$ cat src/rtl/fpu_result_stage.sv
// Result FIFO for the FPU subtractor. Each accepted result is classified,
// optionally NaN-canonicalised and stored with its class and NaN flag.
// Sticky and saturating counters track NaN traffic.
module fpu_result_stage #(
    parameter int unsigned DEPTH     = 4,
    parameter bit          CANON_NAN = 1'b1
) (
    input  logic                     clk,
    input  logic                     rst,
    input  logic                     in_valid,
    input  logic [31:0]              in_result,
    input  logic                     in_nan,
    output logic                     in_ready,
    output logic                     out_valid,
    input  logic                     out_ready,
    output logic [31:0]              out_result,
    output logic [2:0]               out_class,
    output logic                     out_nan,
    output logic                     nan_sticky,
    input  logic                     clr_sticky,
    output logic [$clog2(DEPTH):0]   count,
    output logic [7:0]               nan_count
);

    localparam int unsigned AW = $clog2(DEPTH);
    localparam int unsigned CW = AW + 1;
    localparam logic [CW-1:0] FULL = CW'(DEPTH);
    localparam logic [31:0] QNAN_CANON = 32'h7FC00000;

    typedef enum logic [2:0] {
        CLS_ZERO = 3'b000,
        CLS_SUB  = 3'b001,
        CLS_NORM = 3'b010,
        CLS_INF  = 3'b011,
        CLS_QNAN = 3'b100,
        CLS_SNAN = 3'b101
    } cls_e;

    logic [31:0]   r_data [DEPTH];
    cls_e          r_cls  [DEPTH];
    logic          r_nanf [DEPTH];
    logic [AW-1:0] r_wptr;
    logic [AW-1:0] r_rptr;
    logic [CW-1:0] r_count;
    logic          r_sticky;
    logic [7:0]    r_nan_count;

    logic [7:0]    w_exp;
    logic [22:0]   w_man;
    cls_e          w_cls;
    cls_e          w_st_cls;
    logic [31:0]   w_st_val;
    logic          w_is_nan;
    logic          w_push;
    logic          w_pop;
    logic          w_nan_push;

    assign in_ready   = (r_count < FULL);
    assign out_valid  = (r_count != '0);
    assign w_push     = in_valid && in_ready;
    assign w_pop      = out_valid && out_ready;
    assign w_nan_push = w_push && w_is_nan;

    assign out_result = out_valid ? r_data[r_rptr] : '0;
    assign out_class  = out_valid ? r_cls[r_rptr]  : '0;
    assign out_nan    = out_valid ? r_nanf[r_rptr] : 1'b0;
    assign count      = r_count;
    assign nan_sticky = r_sticky;
    assign nan_count  = r_nan_count;

    // Classify the incoming result and form the value/class to store.
    always_comb begin
        w_exp    = in_result[30:23];
        w_man    = in_result[22:0];
        w_cls    = CLS_NORM;
        if (w_exp == 8'h00) begin
            w_cls = (w_man == '0) ? CLS_ZERO : CLS_SUB;
        end else if (w_exp == 8'hFF) begin
            if (w_man == '0)
                w_cls = CLS_INF;
            else if (w_man[22])
                w_cls = CLS_QNAN;
            else
                w_cls = CLS_SNAN;
        end
        w_is_nan = in_nan || (w_cls == CLS_QNAN) || (w_cls == CLS_SNAN);
        w_st_cls = w_cls;
        w_st_val = in_result;
        if (w_is_nan) begin
            // A flagged result with a non-NaN encoding is reported as quiet NaN.
            if ((w_cls != CLS_QNAN) && (w_cls != CLS_SNAN))
                w_st_cls = CLS_QNAN;
            if (CANON_NAN) begin
                w_st_val = QNAN_CANON;
                w_st_cls = CLS_QNAN;
            end
        end
    end

    // Entry storage; contents are don't-care after reset, so no reset here.
    always_ff @(posedge clk) begin
        if (w_push) begin
            r_data[r_wptr] <= w_st_val;
            r_cls[r_wptr]  <= w_st_cls;
            r_nanf[r_wptr] <= w_is_nan;
        end
    end

    // Pointers and occupancy; pointers wrap naturally since DEPTH is a power of two.
    always_ff @(posedge clk) begin
        if (rst) begin
            r_wptr  <= '0;
            r_rptr  <= '0;
            r_count <= '0;
        end else begin
            if (w_push)
                r_wptr <= r_wptr + 1'b1;
            if (w_pop)
                r_rptr <= r_rptr + 1'b1;
            case ({w_push, w_pop})
                2'b10:   r_count <= r_count + 1'b1;
                2'b01:   r_count <= r_count - 1'b1;
                default: r_count <= r_count;
            endcase
        end
    end

    // NaN sticky flag and saturating NaN counter; a same-cycle NaN push beats clear.
    always_ff @(posedge clk) begin
        if (rst) begin
            r_sticky    <= 1'b0;
            r_nan_count <= '0;
        end else begin
            if (w_nan_push)
                r_sticky <= 1'b1;
            else if (clr_sticky)
                r_sticky <= 1'b0;

            if (clr_sticky)
                r_nan_count <= w_nan_push ? 8'd1 : 8'd0;
            else if (w_nan_push && (r_nan_count != 8'hFF))
                r_nan_count <= r_nan_count + 8'd1;
        end
    end

endmodule

$ cat config.mk
export PLATFORM = sky130hd
export DESIGN_NAME = fpu_result_stage
export DESIGN_NICKNAME = d
export VERILOG_FILES = /design/src/rtl/fpu_result_stage.sv
export SDC_FILE = /design/constraint.sdc
export NUM_CORES = 1
export LEC_CHECK = 0
export ABC_AREA = 1
export BUFFER_PORTS_ARGS = -buffer_cell sky130_fd_sc_hd__buf_2
export CORE_MARGIN = 2
export CORE_UTILIZATION = 60
export CTS_BUF_LIST = sky130_fd_sc_hd__clkbuf_4 sky130_fd_sc_hd__clkbuf_8
export DETAILED_ROUTE_END_ITERATION = 8
export GPL_TIMING_DRIVEN = 1
export MAX_ROUTING_LAYER = met4
export PLACE_DENSITY_LB_ADDON = 0.3
export REMOVE_ABC_BUFFERS = 1
export SLEW_MARGIN = 20
export SYNTH_ARGS = -nofsm -noshare
export SYNTH_HDL_FRONTEND = slang
export SYNTH_SLANG_ARGS = --single-unit
$ cat constraint.sdc
create_clock -name clk -period 3.4 [get_ports clk]
set_input_delay 0.34 -clock clk [delete_from_list [all_inputs] [get_ports clk]]
set_output_delay 0.34 -clock clk [all_outputs]
set_load 0.01 [all_outputs]
# Yosys cells after proc, flatten, opt, wreduce, memory -nomap -nowiden
# Memories as Yosys holds them, arrays and structs flattened. A register that Yosys moved wholly into a read port is not among the register bits.
# Cells that the tools add are included.
# totals
register_bits,16
latch_bits,0
mem_bits_rw,144
rom_bits,0
in_bits,38
out_inout_bits,50
word_cells,56
mem_count,3
# mem_list
memory,depth,word_bits,read_ports,rd_ports_with_merged_regs,write_ports,line,source
r_data,4,32,1,1,1,39,logic [31:0] r_data [DEPTH];
r_cls,4,3,1,1,1,40,cls_e r_cls [DEPTH];
r_nanf,4,1,1,1,1,41,logic r_nanf [DEPTH];
# classes
add_sub_neg,5
mul,0
div,0
order_cmp,1
eq_ne,6
shift,0
muxes,24
bitwise,0
reduce_logical,12
# ops
op,n
$mux 32,2
$logic_not 23->1,1
$mux 8,2
$mux 3,5
$mux 2,6
$add 8x1->8 const B,1
$eq 8x8->1 const B,1
$logic_not 8->1,1
$mux 1,8
$ne 8x8->1 const B,1
$eq 3x3->1 const B,2
$pmux 3 s2,1
$reduce_bool 2->1,3
$add 2x1->2 const B,2
$logic_and 1x1->1,4
$add 3x1->3 const B,1
$lt 3x3->1 const B,1
$reduce_bool 3->1,1
$sub 3x1->3 const B,1
$eq 2x1->1 const B,1
$eq 2x2->1 const B,1
$logic_or 1x1->1,2

# Depth between registers and ports, before layout
# depth
word_depth,11
ltp_mapped,11
mapped_depth_nobuf,11

# Least setup slack after synthesis
# OpenSTA, ideal clock, no wires.
# synth_path
path_kind,reg2reg
from,"reg r_count[2], in the netlist count[2]"
to,mem r_cls[0][0] in the netlist's numbering (enable)
setup_ps,429
arrival_time_ps,2158
required_time_ps,2971
setup_slack_ps,813
path_stages_with_launch,4
n_path_buf,0
period_less_slack_ps,2587
cell_sequence,dfxtp_1 -> inv_2 -> nand2_2 -> nor2_1
# synth_via
elab_chain_cells,4
# synth_rtl
element,line,source
from (decl),44,logic [CW-1:0] r_count;
from (signal assigned),121,2'b10: r_count <= r_count + 1'b1;
from (signal assigned),122,2'b01: r_count <= r_count - 1'b1;
from (signal assigned),123,default: r_count <= r_count;
$lt 3x3->1,58,assign in_ready = (r_count < FULL);
named net in_ready,13,"output logic in_ready,"
$logic_and 1x1->1,60,assign w_push = in_valid && in_ready;
$mux 1,102,if (w_push) begin
$mux 1 (not written as such),104,r_cls[r_wptr] <= w_st_cls;
to (decl),40,
# The timed path passes the listed nets, and every way through them passes these cells.

==> results <==
- In the global route stage, met1 resource usage came out at 0.309.
- Across the whole layout, storage elements account for 4690 um^2.
- The clock tree from TritonCTS is built.
- The final clock skew is 9.38 ps.
- The power share of the sequential group is 0.458.
- For met2 alone, demand over resource in global routing was 0.389.
- After the first detailed-routing iteration, the DRC count stood at 425.
- Of the total power, the clock network draws 0.227.
- Of the total synthesized cell area, the portion taken by XOR and XNOR cells is 0.00123.
- The internal power is 3.52 mW.
- The count of different cell masters after synthesis is 38.
- In this run the register-to-register setup slack is 1330 ps.
- The run finished, with violations left.
- The placeable core region is 11500 um^2.
- Of the total synthesized cell area, the portion taken by AND, OR, NAND and NOR gates is 0.189.
- The global-route wire length before repair is 22.7 mm.
- The compound-cell area share of the yosys netlist is 0.0887.
- From left edge to right edge, the die measures 113 um.
- The instance count after placement with tap cells included is 855.
- The maximum level of the CTS H-tree is 4.
- The HPWL after detailed placement is 8.33 mm.
- Row generation in the floorplan step produced 39 rows.
- The detail route stage leaves a number of antenna-violating nets equal to 0.
- The floorplan step defined a die boundary enclosing 12800 um^2.
- The number of instances in the synthesized netlist is 648.
- The shortest period the worst path allows is 2570 ps.
- The dominant combinational cell family by area after synthesis is simple AND/OR/NAND/NOR gates.
- The total inserted antenna cells is 0.
- For this run, the post-layout net count is 776.
- The via count of the first global-routing pass came to 4676.
- Of the total synthesized cell area, the portion taken by full adders, half adders and majority gates is 0.0133.
- The count of hold-fix buffers inserted at cts is 0.
- The multiplexer share of the synthesized area is 0.
- The TritonCTS sink count is 162.
- The final cell count without fillers is 885.
- The share of total power dissipated in combinational logic is 0.315.
- The number of enable flip-flop cells after synthesis is 144.
- The area after detailed placement is 7650 um^2.
- The type of element launching the critical path is a flop.
- After filler insertion, the fill cell instance count of the layout stands at 825.
- At the end of routability-driven placement, the weighted congestion stood at 0.784.
- The worst path required time is 3060 ps.
- Across every metal layer, demand over resource in global routing totals 0.243.
- After global routing, the most crowded layer is met2.
- Along the worst path, the maximum fanout reaches 72.
- TritonCTS created 17 clock buffers.
- The total grt overflow is 0.
- Traced cell by cell, the critical path runs through buf_4, nor2_1, nor2_1, o21ai_0, a21oi_1, buf_2.
- The post-CTS resize count is 0.
- The largest net degree at the start of global routing is 73.
- The post-layout instance area is 7990 um^2.
- The type of destination of the critical path is an output port.
- The initial antenna violation count is 0.
- In the final layout, the multi-input gates occupy 2120 um^2.
- The endpoint of the lowest-slack register-to-register path is count[2].
- The share of total power consumed by net switching is 0.346.
- Clock-pin slew was measured on the worst setup and hold paths at 80 ps.
- The routed design has 14.6 mm of wire.
- The number of I/O port buffers is 87.
- The max-slew violation count came to 0.
- Setup repair after global routing left no endpoint under its margin.
- In this run the deepest clock path goes through 2 buffers.
- The setup path with the least slack is of type reg -> out.
- For met3 alone, demand over resource in global routing was 0.0509.
- Max-cap violations in this run came to 0.
- For this run, the top clock speed supported by timing is 0.389 GHz.
- The worst hold slack is 201 ps.
- The checks that failed: DRC.
- Data arrives at the worst endpoint at 2230 ps.
- The most critical setup path has its endpoint at out_result[1].
- The number of cells on the worst reg-to-reg path is 9.
- During I/O placement, the number of pins put on the boundary was 88.
- In the final layout, the share of cells above drive strength 1 is 0.235.
- The growth of design area from synthesis to finish is 11.9%.
- The dominant synthesized flop cell is sky130_fd_sc_hd__edfxtp_1.
- The number of buffers inserted by post-CTS setup repair is 0.
- The pin slew with the least headroom to its limit is 911 ps.
- The sequential element share of the synthesized area is 0.656.
- The final clock period utilization by the worst path is 0.756.
- Power spread over the standard cell area amounts to 674 nW/um^2.
- The number of synthesized register bits is 162.
- The total setup violations reported at the end of the flow is 0.
- The launch point of the worst reg-to-reg path is count[2].
- For this design, the slowest cell found on the critical path is sky130_fd_sc_hd__buf_4.
- In this run the power spent charging and discharging nets is 1.86 mW.
- The effective utilization at floorplan is 0.620.
- In the routed design, unresolved DRC markers number 5.
- The clock latency on the worst-skew pair is 450 ps.
- The first-pass detailed-route iteration total is 6.
- Measured against its own limit, the worst slew margin works out to 0.393.
- The hold violation total from the final report was 0.
- The synthesized cell area is 7140 um^2.
- The number of vias per cell is 5.47.
- In this run the worst hold path is classified as in -> reg.
- Setup total negative slack on the finished layout was measured at 0 ps.
- The number of vias in the routed layout is 4841.
- The die boundary height is 113 um.
- In this run the clock root is driven by a sky130_fd_sc_hd__clkbuf_8.
- On the worst path, the slowest cell contributes a delay of 610 ps.
- The highest ir drop seen on vdd is 682 uV.
- The cell that appears most often on the critical path is sky130_fd_sc_hd__nor2_1.
- The post-synthesis area per instance is 11.0 um^2.
- The Yosys warning count is 0.
- The total leakage power is 3.04 nW.
- In the final routed layout, each cell accounts on average for 16.5 um.
- In the synthesized netlist the async set-or-reset flop fraction comes to 0.
-- cells in the final DEF, fill, tap and decap left out, types with 17 or more instances in the layout --
cell / instances
sky130_fd_sc_hd__a21oi_1: 42
sky130_fd_sc_hd__buf_2: 87
sky130_fd_sc_hd__clkbuf_8: 17
sky130_fd_sc_hd__dfxtp_1: 17
sky130_fd_sc_hd__edfxtp_1: 144
sky130_fd_sc_hd__inv_1: 43
sky130_fd_sc_hd__nand2_1: 32
sky130_fd_sc_hd__nor2_1: 178
sky130_fd_sc_hd__nor2_4: 23
sky130_fd_sc_hd__o21ai_0: 67
-- Yosys cell counts, types with 3 or more instances --
cell | n | area (um^2)
sky130_fd_sc_hd__nor2_1 | 182 | 683
sky130_fd_sc_hd__edfxtp_1 | 144 | 4320
sky130_fd_sc_hd__o21ai_0 | 67 | 335
sky130_fd_sc_hd__inv_1 | 43 | 161
sky130_fd_sc_hd__a21oi_1 | 42 | 210
sky130_fd_sc_hd__nand2_1 | 32 | 120
sky130_fd_sc_hd__nor2_4 | 19 | 214
sky130_fd_sc_hd__dfxtp_1 | 18 | 360
sky130_fd_sc_hd__clkbuf_1 | 13 | 48.8
sky130_fd_sc_hd__buf_2 | 10 | 50.1
sky130_fd_sc_hd__o21ai_1 | 9 | 45.0
sky130_fd_sc_hd__nor2_2 | 8 | 50.1
sky130_fd_sc_hd__or2_1 | 8 | 50.1
sky130_fd_sc_hd__ha_1 | 6 | 75.1
sky130_fd_sc_hd__nand3_1 | 6 | 30.0
sky130_fd_sc_hd__inv_2 | 5 | 18.8
sky130_fd_sc_hd__buf_1 | 3 | 11.3
sky130_fd_sc_hd__buf_12 | 3 | 60.1
sky130_fd_sc_hd__nand2_2 | 3 | 18.8
sky130_fd_sc_hd__nand4_2 | 3 | 37.5
-- how the worst min path moves through the flow --
| stage | startpoint | to | slack [ps] | depth (start not counted) |
|---|---|---|---|---|
| 2_1_floorplan | rst | count[0] | 410 | 1 |
| 6_report | clr_sticky | nan_count[7] | 200 | 4 |
| 5_1_grt | clr_sticky | nan_count[7] | 200 | 4 |
| 3_5_place_dp | nan_sticky | nan_sticky | 470 | 2 |
| 3_3_place_gp | nan_sticky | nan_sticky | 450 | 2 |
| 4_1_cts | clr_sticky | nan_count[7] | 180 | 4 |
-- cell families (layout without fill, tap and decap cells) --
group / Yosys count / in the layout
fa+ha+maj: 7 / 7
buf+inv: 79 / 173
flops: 162 / 162
simple gates: 276 / 276
xor+xnor: 1 / 1
compound gates: 123 / 123
-- cell type report --
cell class / count / share of cell area
sequential: 162 / 0.587
multi-input combinational: 407 / 0.265
timing repair buffer: 94 / 0.0611
clock buffer: 21 / 0.0331
inverter: 49 / 0.0235
tap: 143 / 0.0224
clock inverter: 9 / 0.00846
-- registers in the layout, indices dropped and copies added, names as in the netlist, named ones only --
signal and flops:
r_data 128, r_cls 12, nan_count 8, r_nanf 4
count 3, r_rptr 2, r_wptr 2, nan_sticky 1
-- through the flow --
stage                     setup slack (ps)   util  power (mW)
after detailed placement              1060  0.665        4.20
after floorplan                        475      -        3.51
after global routing                   656  0.694        5.67
final                                  830  0.694        5.38
after global placement                1130  0.665        4.15
after CTS                              798  0.694        5.40
-- power groups by stage --
stage / sequential (mW) / clock, mW / combinational [mW]
detailed placement: 2.51 / 0 / 1.69
global route: 2.49 / 1.31 / 1.88
CTS: 2.47 / 1.23 / 1.70
finish: 2.47 / 1.22 / 1.69
floorplan: 2.58 / 0 / 0.936
global placement: 2.50 / 0 / 1.65
-- worst max-delay path: cells and delay by family (launching register included) --
family          cells  cell delay (ps)
flops               1              340
compound gates      2              380
buf+inv             2              800
simple gates        2              230
-- per-layer routing --
metal  wire (um)  vias up
li1            -     2355
met1        6220     2289
met2        7310      177
met3         883       20
met4         230        0
met5           0        -
Power figures use the tool's default switching activity.
